### config.mk
export PLATFORM = sky130hd
export DESIGN_NAME = iic_arbiter
export DESIGN_NICKNAME = d
export VERILOG_FILES = /design/src/rtl/iic_arbiter.sv
export SDC_FILE = /design/constraint.sdc
export NUM_CORES = 1
export LEC_CHECK = 0
export CELL_PAD_IN_SITES_DETAIL_PLACEMENT = 1
export CELL_PAD_IN_SITES_GLOBAL_PLACEMENT = 1
export CORE_ASPECT_RATIO = 1.4
export CORE_MARGIN = 3
export CORE_UTILIZATION = 40
export DETAILED_ROUTE_END_ITERATION = 12
export PLACE_DENSITY_LB_ADDON = 0.1
export SKIP_LAST_GASP = 1
export SYNTH_ARGS = -nofsm -noshare
export SYNTH_HDL_FRONTEND = slang
export SYNTH_SLANG_ARGS = --single-unit
export TNS_END_PERCENT = 10
### constraint.sdc
create_clock -name clk -period 2.51 [get_ports clk]
set_input_delay 0.502 -clock clk [delete_from_list [all_inputs] [get_ports clk]]
set_output_delay 0.502 -clock clk [all_outputs]
set_load 0.01 [all_outputs]
### src/rtl/iic_arbiter.sv
// Round-robin arbiter that lets two register-sequencing clients share one iic_dri.
// Each client keeps a private pulse/busy/byte_over view; hung transfers are aborted by timeouts.
module iic_arbiter #(
  parameter int unsigned ADDR_W  = 16,
  parameter int unsigned RISE_TO = 16,
  parameter int unsigned XFER_TO = 50000
) (
  input  logic              clk,
  input  logic              rst_n,
  input  logic              c0_trig,
  input  logic              c0_w_r,
  input  logic [7:0]        c0_device_id,
  input  logic [ADDR_W-1:0] c0_addr,
  input  logic [7:0]        c0_data_in,
  output logic              c0_busy,
  output logic              c0_byte_over,
  output logic [7:0]        c0_data_out,
  output logic              c0_err,
  input  logic              c1_trig,
  input  logic              c1_w_r,
  input  logic [7:0]        c1_device_id,
  input  logic [ADDR_W-1:0] c1_addr,
  input  logic [7:0]        c1_data_in,
  output logic              c1_busy,
  output logic              c1_byte_over,
  output logic [7:0]        c1_data_out,
  output logic              c1_err,
  output logic              drv_pluse,
  output logic              drv_w_r,
  output logic [7:0]        drv_device_id,
  output logic [ADDR_W-1:0] drv_addr,
  output logic [7:0]        drv_data_in,
  input  logic              drv_busy,
  input  logic              drv_byte_over,
  input  logic [7:0]        drv_data_out,
  output logic [1:0]        grant
);

  localparam int unsigned CNT_W = $clog2(XFER_TO + 1);

  typedef struct packed {
    logic              w_r;
    logic [7:0]        device_id;
    logic [ADDR_W-1:0] addr;
    logic [7:0]        data;
  } req_t;

  typedef enum logic [1:0] {IDLE, ISSUE, WAIT_RISE, WAIT_DONE} state_t;

  state_t            state_q;
  req_t              c_req      [2];
  req_t              hold_q     [2];
  logic [7:0]        data_out_q [2];
  req_t              drv_q;
  logic [1:0]        trig;
  logic [1:0]        pending_q;
  logic [1:0]        grant_q;
  logic [1:0]        err_q;
  logic              pluse_q;
  logic              last_q;
  logic [CNT_W-1:0]  cnt_q;

  logic [1:0]        busy_c;
  logic [1:0]        bo_c;
  logic              sel_c;
  logic              gsel_c;
  logic              xfer_end_c;
  logic              xfer_abort_c;

  assign trig     = {c1_trig, c0_trig};
  assign c_req[0] = {c0_w_r, c0_device_id, c0_addr, c0_data_in};
  assign c_req[1] = {c1_w_r, c1_device_id, c1_addr, c1_data_in};

  assign busy_c = pending_q | (grant_q & {2{state_q != IDLE}});
  // byte_over only counts while a granted transfer is actually in flight
  assign bo_c   = grant_q & {2{drv_byte_over && (state_q == WAIT_DONE)}};
  assign gsel_c = grant_q[1];

  // Tie goes to the client not served last; a lone request wins outright.
  always_comb begin
    sel_c        = pending_q[1];
    xfer_end_c   = 1'b0;
    xfer_abort_c = 1'b0;
    if (pending_q == 2'b11) sel_c = ~last_q;
    case (state_q)
      WAIT_RISE: xfer_abort_c = !drv_busy && (cnt_q >= CNT_W'(RISE_TO - 1));
      WAIT_DONE: begin
        xfer_end_c   = !drv_busy;
        xfer_abort_c = drv_busy && (cnt_q >= CNT_W'(XFER_TO - 1));
      end
      default: ;
    endcase
  end

  always_ff @(posedge clk or negedge rst_n) begin
    if (!rst_n) begin
      state_q   <= IDLE;
      pending_q <= '0;
      grant_q   <= '0;
      err_q     <= '0;
      pluse_q   <= 1'b0;
      last_q    <= 1'b1;
      cnt_q     <= '0;
      drv_q     <= '0;
      for (int i = 0; i < 2; i++) begin
        hold_q[i]     <= '0;
        data_out_q[i] <= '0;
      end
    end else begin
      pluse_q <= 1'b0;
      err_q   <= '0;
      for (int i = 0; i < 2; i++) begin
        if (trig[i] && !busy_c[i]) begin
          hold_q[i]    <= c_req[i];
          pending_q[i] <= 1'b1;
        end
        if (bo_c[i]) data_out_q[i] <= drv_data_out;
      end
      case (state_q)
        IDLE: begin
          if (|pending_q) begin
            drv_q   <= hold_q[sel_c];
            grant_q <= sel_c ? 2'b10 : 2'b01;
            pluse_q <= 1'b1;
            state_q <= ISSUE;
          end
        end
        ISSUE: begin
          cnt_q   <= '0;
          state_q <= WAIT_RISE;
        end
        WAIT_RISE: begin
          if (drv_busy) begin
            cnt_q   <= '0;
            state_q <= WAIT_DONE;
          end else if (!xfer_abort_c) begin
            cnt_q <= cnt_q + CNT_W'(1);
          end
        end
        WAIT_DONE: begin
          if (drv_busy && !xfer_abort_c) cnt_q <= cnt_q + CNT_W'(1);
        end
        default: state_q <= IDLE;
      endcase
      // Completion and abort both release the driver; abort also flags the owner.
      if (xfer_end_c || xfer_abort_c) begin
        pending_q[gsel_c] <= 1'b0;
        last_q            <= gsel_c;
        grant_q           <= '0;
        state_q           <= IDLE;
        if (xfer_abort_c) err_q[gsel_c] <= 1'b1;
      end
    end
  end

  assign c0_busy       = busy_c[0];
  assign c1_busy       = busy_c[1];
  assign c0_byte_over  = bo_c[0];
  assign c1_byte_over  = bo_c[1];
  assign c0_data_out   = data_out_q[0];
  assign c1_data_out   = data_out_q[1];
  assign c0_err        = err_q[0];
  assign c1_err        = err_q[1];
  assign drv_pluse     = pluse_q;
  assign drv_w_r       = drv_q.w_r;
  assign drv_device_id = drv_q.device_id;
  assign drv_addr      = drv_q.addr;
  assign drv_data_in   = drv_q.data;
  assign grant         = grant_q;

endmodule

# Word-level counts from Yosys, hierarchy flattened
# Index checks and enable logic that the tools add are counted.
[word_totals] in_bits=80 word_cells=92 output_inout_bits=58 regBits=141
[op_classes] n_lt_le_gt_ge=5 bitwise_logic=7 n_eq_ne=8 n_addsub=1 reduce_logical=23 n_mux=27
[op_table] cell="$mux W33" count=3
[op_table] cell="$mux W16" count=3
[op_table] cell="$pmux W16 S3" count=1
[op_table] cell="$mux W2" count=10
[op_table] cell="$add A16 B1 Y16 const B" count=1
[op_table] cell="$ge A16 B16 Y1 const B" count=1
[op_table] cell="$ge A16 B4 Y1 const B" count=1
[op_table] cell="$ne A3 B3 Y1 const B" count=3
[op_table] cell="$logic_and A1 B1 Y1" count=7
[op_table] cell="$mux W1" count=7
[op_table] cell="$and A2 B2 Y2" count=3
[op_table] cell="$eq A2 B2 Y1 const B" count=3
[op_table] cell="$pmux W2 S3" count=1
[op_table] cell="$reduce_and A3 Y1" count=2
[op_table] cell="$reduce_bool A2 Y1" count=3
[op_table] cell="$logic_not A1 Y1" count=4
[op_table] cell="$reduce_and A2 Y1" count=2
[op_table] cell="$reduce_bool A4 Y1" count=1
[op_table] cell="$reduce_bool A3 Y1" count=1
[op_table] cell="$eq A2 B1 Y1 const B" count=1
[op_table] cell="$ge A2 B2 Y1 const B" count=1
[op_table] cell="$logic_not A2 Y1" count=1
[op_table] cell="$lt A1 B2 Y1 const B" count=1
[op_table] cell="$ne A2 B1 Y1 const B" count=1
[op_table] cell="other kinds (9)" count=9

# Longest topological paths before layout
# Gate-level depths: netlist (run 1).
[logic_depth] word_depth=8 ltp_mapped=9 ltp_nobuf=7

# Worst setup path before layout (run 1)
# OpenSTA, ideal clock, no wires.
[synth_timing] path_type="register -> register" start="register state_q[0]" end="register hold_q[56] (netlist bit)" setup_time_ns=0.125 path_stages_with_launch=9 path_slack_ns=0.252 synth_period_minus_slack_ns=2.258 arrival_ns=2.133 n_path_buf=2 required_time_ns=2.385 cell_sequence="dfrtp_1 -> inv_1 -> ha_1 -> clkbuf_1 -> inv_1 -> a21o_1 -> nor2_1 -> buf_2 -> mux2_2"
[synth_via] elab_chain_len=5
[synth_rtl] item="start, declared" line_no="50" source="state_t state_q;"
[synth_rtl] item="start signal, assigned" line_no="97" source="state_q <= IDLE;"
[synth_rtl] item="start signal, assigned" line_no="125" source="state_q <= ISSUE;"
[synth_rtl] item="start signal, assigned" line_no="130" source="state_q <= WAIT_RISE;"
[synth_rtl] item="$reduce_bool A2 Y1" line_no="74" source="assign busy_c = pending_q | (grant_q & {2{state_q != IDLE}});"
[synth_rtl] item="$and A2 B2 Y2" line_no="74"
[synth_rtl] item="$or A2 B2 Y2" line_no="74"
[synth_rtl] item="net c0_busy" line_no="15" source="output logic c0_busy,"
[synth_rtl] item="$logic_not A1 Y1" line_no="113" source="if (trig[i] && !busy_c[i]) begin"
[synth_rtl] item="$logic_and A1 B1 Y1" line_no="113"
[synth_rtl] item="end signal, assigned by index" line_no="114" source="hold_q[i] <= c_req[i];"
[synth_rtl] item="end, declared" line_no="52" source="req_t hold_q [2];"
# The timed path passes the listed nets, and every way through them passes these cells.
# A chain may end at the register's enable or synchronous reset.

# Worst setup path in the final report (run 1)
[layout_timing] start="register state_q[0]" end="output port c1_busy"
[layout_via] elab_chain_len=3
[layout_rtl] item="$reduce_bool A2 Y1" line_no="74"
[layout_rtl] item="$and A2 B2 Y2" line_no="74"
[layout_rtl] item="$or A2 B2 Y2" line_no="74"
[layout_rtl] item="end, declared" line_no="24" source="output logic c1_busy,"
# No other way between the ends.

==> results of run 1 <==
-- per-stage QoR --
step                 util  power (W)  std cells
finish              0.570    0.00971        825
global route        0.570     0.0104        825
CTS                 0.569    0.00988        824
detailed placement  0.529    0.00739        791
global placement    0.529    0.00719        791
floorplan               -    0.00567        476
-- power by group --
part	switching (W)	internal, W	total (W)
sequential	0.000554	0.00326	0.00382
combinational	0.00154	0.00194	0.00348
clock	0.00101	0.00141	0.00242
-- area by class of cell --
class | instances | share of cell area
Clock inverter | 13 | 0.0160
Timing Repair Buffer | 154 | 0.188
Sequential cell | 141 | 0.425
Inverter | 10 | 0.00452
Multi-Input combinational cell | 299 | 0.285
Tap cell | 189 | 0.0285
Clock buffer | 19 | 0.0533
-- kinds of logic after synthesis --
group | count (synthesis) | share of synthesized area
mux | 118 | 0.214
flops | 141 | 0.588
buf+inv | 36 | 0.0250
compound gates | 73 | 0.0719
simple gates | 99 | 0.0842
fa+ha+maj | 6 | 0.0125
xor+xnor | 3 | 0.00438
-- timing repair --
item                       4_1_cts  5_1_grt
buffers inserted                 1        1
gates cloned                     0        0
setup endpoints to repair        2        4
resized for setup                0        1
pin swaps                        1        0
-- worst max path at each step --
| stage | endpoint | cells after the start | slack, ns |
|---|---|---|---|
| floorplan | hold_q[56] | 8 | 0.25 |
| global placement | last_q | 7 | 0.13 |
| detailed placement | cnt_q[4] | 9 | 0.004 |
| CTS | c1_busy | 5 | -0.02 |
| global route | c1_busy | 5 | -0.1 |
| finish | c1_busy | 5 | 0.05 |
-- layout by cell type (no fill, tap or decap), types with 3 or more instances in the layout --
cell and n:
o21ai_0 41, a21o_1 3, inv_1 10, and3_1 3, ha_1 5, nor2b_1 4
o31ai_1 3, dfrtp_1 140, clkbuf_16 17, mux2_1 15, nor2_1 15, buf_4 12
or3_1 8, nand3_1 4, clkdlybuf4s50_1 136, nand4_1 4, and4_1 3, inv_6 3
clkinvlp_4 4, buf_12 5, mux2_2 69, a21oi_1 13, mux2i_1 34, or4_1 3
nand2_1 40, clkinv_4 4, xor2_1 3
-- critical path: stages, from the launching register on --
cell             delay (ns)
dfrtp_1                0.41
inv_1                  0.10
ha_1                   0.22
inv_1                  0.09
a21o_1                 0.17
clkdlybuf4s50_1        0.55
-- layer usage --
layer  global-route usage  vias to the layer above  wire length (um)  share of wire
met3               0.0631                       19               852          0.056
li1                     -                     1980                 -              -
met1                0.203                     2172              5620           0.37
met5                    0                        -                13        0.00086
met4               0.0686                        2               233          0.015
met2                0.361                       95              8400           0.56
-- registers in the layout, indices dropped and copies added (netlist names) --
register	cells
drv_data_in	8
last_q	1
pending_q	2
c1_data_out	8
drv_pluse	1
c0_data_out	8
hold_q	66
grant	2
drv_device_id	8
cnt_q	16
state_q	2
drv_addr	16
drv_w_r	1
err_q	2
==> run_results.csv, run 1 <==
group,metric,value,unit
detailed_routing,drtAntennaViolNets,0,
detailed_routing,viasPerCell,5.17,
power_and_ir_drop,p_leak,3.73,nW
global_route,grt_pass1_vias,4829,
cells_and_area,area_growth,38.3,%
placement,place_ws,0.00427,ns
timing,post-route-period-util,0.982,
clock_network,cts_tree,"done",
placement,gp_congestion,0.747,
synth,synth.most_common_cell,"dfrtp_1",
synth,yosys-top-cells-count,"dfrtp_1 (140), mux2_2 (69), o21ai_0 (41), nand2_1 (40), mux2i_1 (34)",
cells_and_area,drive_above_1_share,0.209,
floorplanning,fp.dieArea,0.0165,sq mm
global_route,grt_pass1_wl,24.5,mm
detailed_routing,vias,4268,
power_and_ir_drop,peakVddDrop,609,uV
synth,synth-edff-count,0,
clock_network,clkSinkCount,141,
timing,worst_slew_pin_slew,0.764,ns
worst_hold_path,hold_path.class,"primary input to async pin",
detailed_routing,wire_per_inst,18.3,um
setup_path,worst_ep_arrival_time,1.96,ns
setup_path,worstReg2RegEnd,"last_q",
timing,clock_skew,0.00929,ns
placement,dpl.hpwl,10.4,mm
timing,whs,0.0897,ns
clock_network,cts_buffers,17,
timing,finalMaxSlewViolations,0,
synth,synth_ff_type,"dfrtp_1",
setup_path,end_kind,"output port",
clock_network,path_clk_slew,0.06,ns
synth,yosys_warnings,0,
detailed_routing,wl,15.1,mm
synth,ys_async_sr_fraction,1.00,
floorplanning,ios,138,
synth,synth_top_cell_area_share,0.583,
detailed_routing,drt_iter0_drc,115,
timing,rsz0062_at_grt,"yes",
synth,synth_area_leaders,"dfrtp_1 (58%), mux2_2 (13%), mux2i_1 (5.7%)",
cells_and_area,multi_input_area,0.00236,sq mm
setup_path,critPathMaxFanout,4,
setup_path,crit_start,"state_q[0]",
detailed_routing,first_pass_iters,4,
synth,yosysTopAreaCell,"dfrtp_1",
clock_network,insertion_delay,0.42,ns
global_route,grt_overflow,0,
synth,syn_inst,476,
timing,final.min_clock_period,2.46,ns
clock_network,htreeDepth,4,
placement,placed_cell_area,0.00771,sq mm
global_route,grt_start_max_net_pins,65,
cells_and_area,layout.nets,709,
status,outcome,"complete, no violations",
synth,synth.yosys.seq_area_share,0.588,
synth,avgSynthCellArea,12.6,sq um
power_and_ir_drop,p_per_area,1170,mW/mm^2
detailed_routing,drc,0,
job,maxCapViolCount,0,
timing,setup_viol,0,
setup_path,cp_data_required_time,2.01,ns
floorplanning,core,0.0146,sq mm
cells_and_area,fillCellCount,1494,
floorplanning,initial_utilization,0.412,
synth,synth_cell_types,46,
cells_and_area,num_antenna_cells,0,
setup_path,r2r_start,"state_q[0]",
timing,fin_tns_setup,0,ns
placement,io_buffer_count,137,
synth,netlist_area,0.00600,sq mm
timing,final_hold_viol_count,0,
clock_network,clockBufferDepth,2,
setup_path,worstSetupPathType,"flop to output port",
synth,yosys_register_bits,141,
floorplanning,rows,52,
cells_and_area,seq_area,0.00353,sq mm
timing,slew_headroom,0.489,
setup_path,startpoint_type,"flop",
timing,max_freq,406,MHz
global_route,antenna_found_initial,1,
cells_and_area,final_area,0.00831,sq mm
global_route,grt_usage,0.195,
setup_path,r2r_slack,0.27,ns
clock_network,root_buffer,"clkbuf_16",
synth,mappedNetlistNets,562,
floorplanning,fp.dieW,110,um
floorplanning,die_y,151,um
timing,setup_ws,0.0458,ns
setup_path,r2r_cells,8,
clock_network,ctsHoldBuffers,0,
(Power assumes the default switching activity.)
==> run 2, diff against run 1 <==
- CORE_MARGIN: 3 -> default
- REMOVE_ABC_BUFFERS: default -> 1
==> run_results.csv, run 2 (same netlist as run 1, synthesis figures left out) <==
group,metric,value,unit
floorplanning,rows,52,
detailed_routing,first_pass_iters,4,
cells_and_area,layout_common_cells,"dfrtp_1 (140), clkdlybuf4s50_1 (134), mux2_2 (69)",
global_route,grt_overflow,0,
floorplanning,initial_utilization,0.412,
clock_network,cts_buffers,17,
cells_and_area,area_growth,38.9,%
cells_and_area,multi_input_area,0.00236,sq mm
status,outcome,"complete, no violations",
floorplanning,fp.dieArea,0.0155,sq mm
timing,final.min_clock_period,2.45,ns
worst_hold_path,hold_path.class,"primary input to async pin",
global_route,grt_pass1_wl,25.2,mm
clock_network,htreeDepth,4,
detailed_routing,drc,0,
detailed_routing,drt_iter0_drc,69,
setup_path,crit_chain,"ha_1 > nand3_1 > inv_1 > clkdlybuf4s50_1",
timing,final_hold_viol_count,0,
setup_path,cp_slowest_cell,"clkdlybuf4s50_1",
cells_and_area,largest_register,"hold_q",
cells_and_area,largest_reg_flops,66,
cells_and_area,final_util,0.572,
setup_path,cp_num_buf_inv,2,
timing,max_freq,407,MHz
clock_network,path_clk_slew,0.06,ns
cells_and_area,mostFrequentLayoutCell,"dfrtp_1",
timing,post-route-period-util,0.978,
timing,finalMaxSlewViolations,0,
timing,setup_ws,0.0559,ns
power_and_ir_drop,peakVddDrop,622,uV
setup_path,end_kind,"output port",
clock_network,insertion_delay,0.41,ns
global_route,grt_start_max_net_pins,55,
clock_network,clkSinkCount,141,
cells_and_area,fillCellCount,1508,
placement,io_buffer_count,137,
placement,place_ws,-0.0656,ns
setup_path,cp_data_required_time,2.01,ns
clock_network,post_cts_buffers,0,
power_and_ir_drop,p_per_area,1180,mW/mm^2
global_route,grt_pass1_vias,4867,
job,maxCapViolCount,0,
power_and_ir_drop,p_leak,3.75,nW
timing,setup_viol,0,
floorplanning,die_y,147,um
floorplanning,core,0.0146,sq mm
cells_and_area,layout.nets,711,
placement,dpl.hpwl,10.4,mm
detailed_routing,wire_per_inst,18.4,um
global_route,antenna_found_initial,0,
detailed_routing,viasPerCell,5.21,
detailed_routing,drtAntennaViolNets,0,
cells_and_area,drive_above_1_share,0.208,
detailed_routing,vias,4311,
timing,worst_slew_pin_slew,0.886,ns
cells_and_area,seq_area,0.00353,sq mm
clock_network,cts_tree,"done",
clock_network,root_buffer,"clkbuf_16",
clock_network,ctsHoldBuffers,0,
setup_path,worst_ep_arrival_time,1.95,ns
setup_path,crit_family,"buffers and inverters",
timing,slew_headroom,0.407,
timing,clock_skew,0.00849,ns
setup_path,cpPeakStageDelay,0.53,ns
setup_path,startpoint_type,"flop",
setup_path,worstSetupPathType,"flop to output port",
cells_and_area,num_antenna_cells,0,
placement,gp_congestion,0.749,
floorplanning,ios,138,
clock_network,clockBufferDepth,2,
setup_path,critPathMaxFanout,8,
timing,rsz0062_at_grt,"yes",
detailed_routing,wl,15.2,mm
global_route,grt_usage,0.209,
floorplanning,fp.dieW,106,um
## run 2: changes by cell type in the layout (fill, tap and decap cells not counted), moves of 2 or more
cell / before / now
buf_4: 12 / 15
clkinv_4: 4 / 1
bufinv_16: 1 / 3
clkdlybuf4s50_1: 136 / 134
## run 2: stage by stage
| stage | power, W | TNS [ns] | cell area, sq um | hold slack [ns] | instances |
|---|---|---|---|---|---|
| after detailed placement | 0.00738 | -0.420 | 7730 | 0.474 | 795 |
| after global placement | 0.00716 | 0 | 7730 | 0.462 | 795 |
| after CTS | 0.0100 | -0.0170 | 8340 | 0.0554 | 827 |
| after global routing | 0.0105 | -0.160 | 8340 | 0.0702 | 827 |
| after floorplan | 0.00564 | -115.43 | 5890 | 0.206 | 450 |
| final | 0.00988 | 0 | 8340 | 0.0482 | 827 |
## run 2: worst register-to-register path, stage by stage (launching register included)
cell and delay, ns:
dfrtp_1 0.41, inv_1 0.10, ha_1 0.25, nor2b_1 0.22, buf_4 0.18, nor3_2 0.25
a211oi_2 0.05, buf_4 0.16, or4_1 0.53, a21oi_1 0.15
## run 2: layer usage
layer	track usage	vias up	share of wire
li1	-	1979	-
met5	0	-	0
met2	0.387	95	0.55
met1	0.233	2228	0.40
met3	0.0586	9	0.047
met4	0.0590	0	0.0085
## run 2: power breakdown
group	leakage [nW]	switching (W)	internal, W
clock	0.284	0.000974	0.00160
sequential	1.74	0.000566	0.00327
combinational	1.72	0.00155	0.00192
total	3.75	0.00310	0.00678
## run 2: cell type report
type,instances,area share
clock buffers,20,0.0536
clock inverters,12,0.0192
well taps,189,0.0284
multi-input cells,299,0.283
flip-flops and latches,141,0.423
repair buffers,156,0.188
inverters,10,0.00450
## run 2: what timing repair did
item,CTS,global route
resized for setup,1,1
endpoints found under the setup margin,2,5
pin swaps,0,0
## run 2: final timing paths
path / cells after the start / to / slack (ns) / from
min in group clk: 2 / drv_data_in[0] / 0.49 / drv_data_in[0]
hold reg to reg: 2 / drv_data_in[0] / 0.49 / drv_data_in[0]
setup reg to reg: 9 / cnt_q[5] / 0.13 / state_q[0]
max in group asynchronous: 2 / drv_device_id[0] / 1.66 / rst_n
hold / removal: 1 / hold_q[37] / 0.05 / rst_n
setup / recovery: 4 / c1_byte_over / 0.06 / state_q[0]
==> run 3, diff against run 2 <==
- CAP_MARGIN: default -> 20
- SLEW_MARGIN: default -> 25
==> results of run 3 <==
Final layout, timing and power as in run 2 (identical DEF).
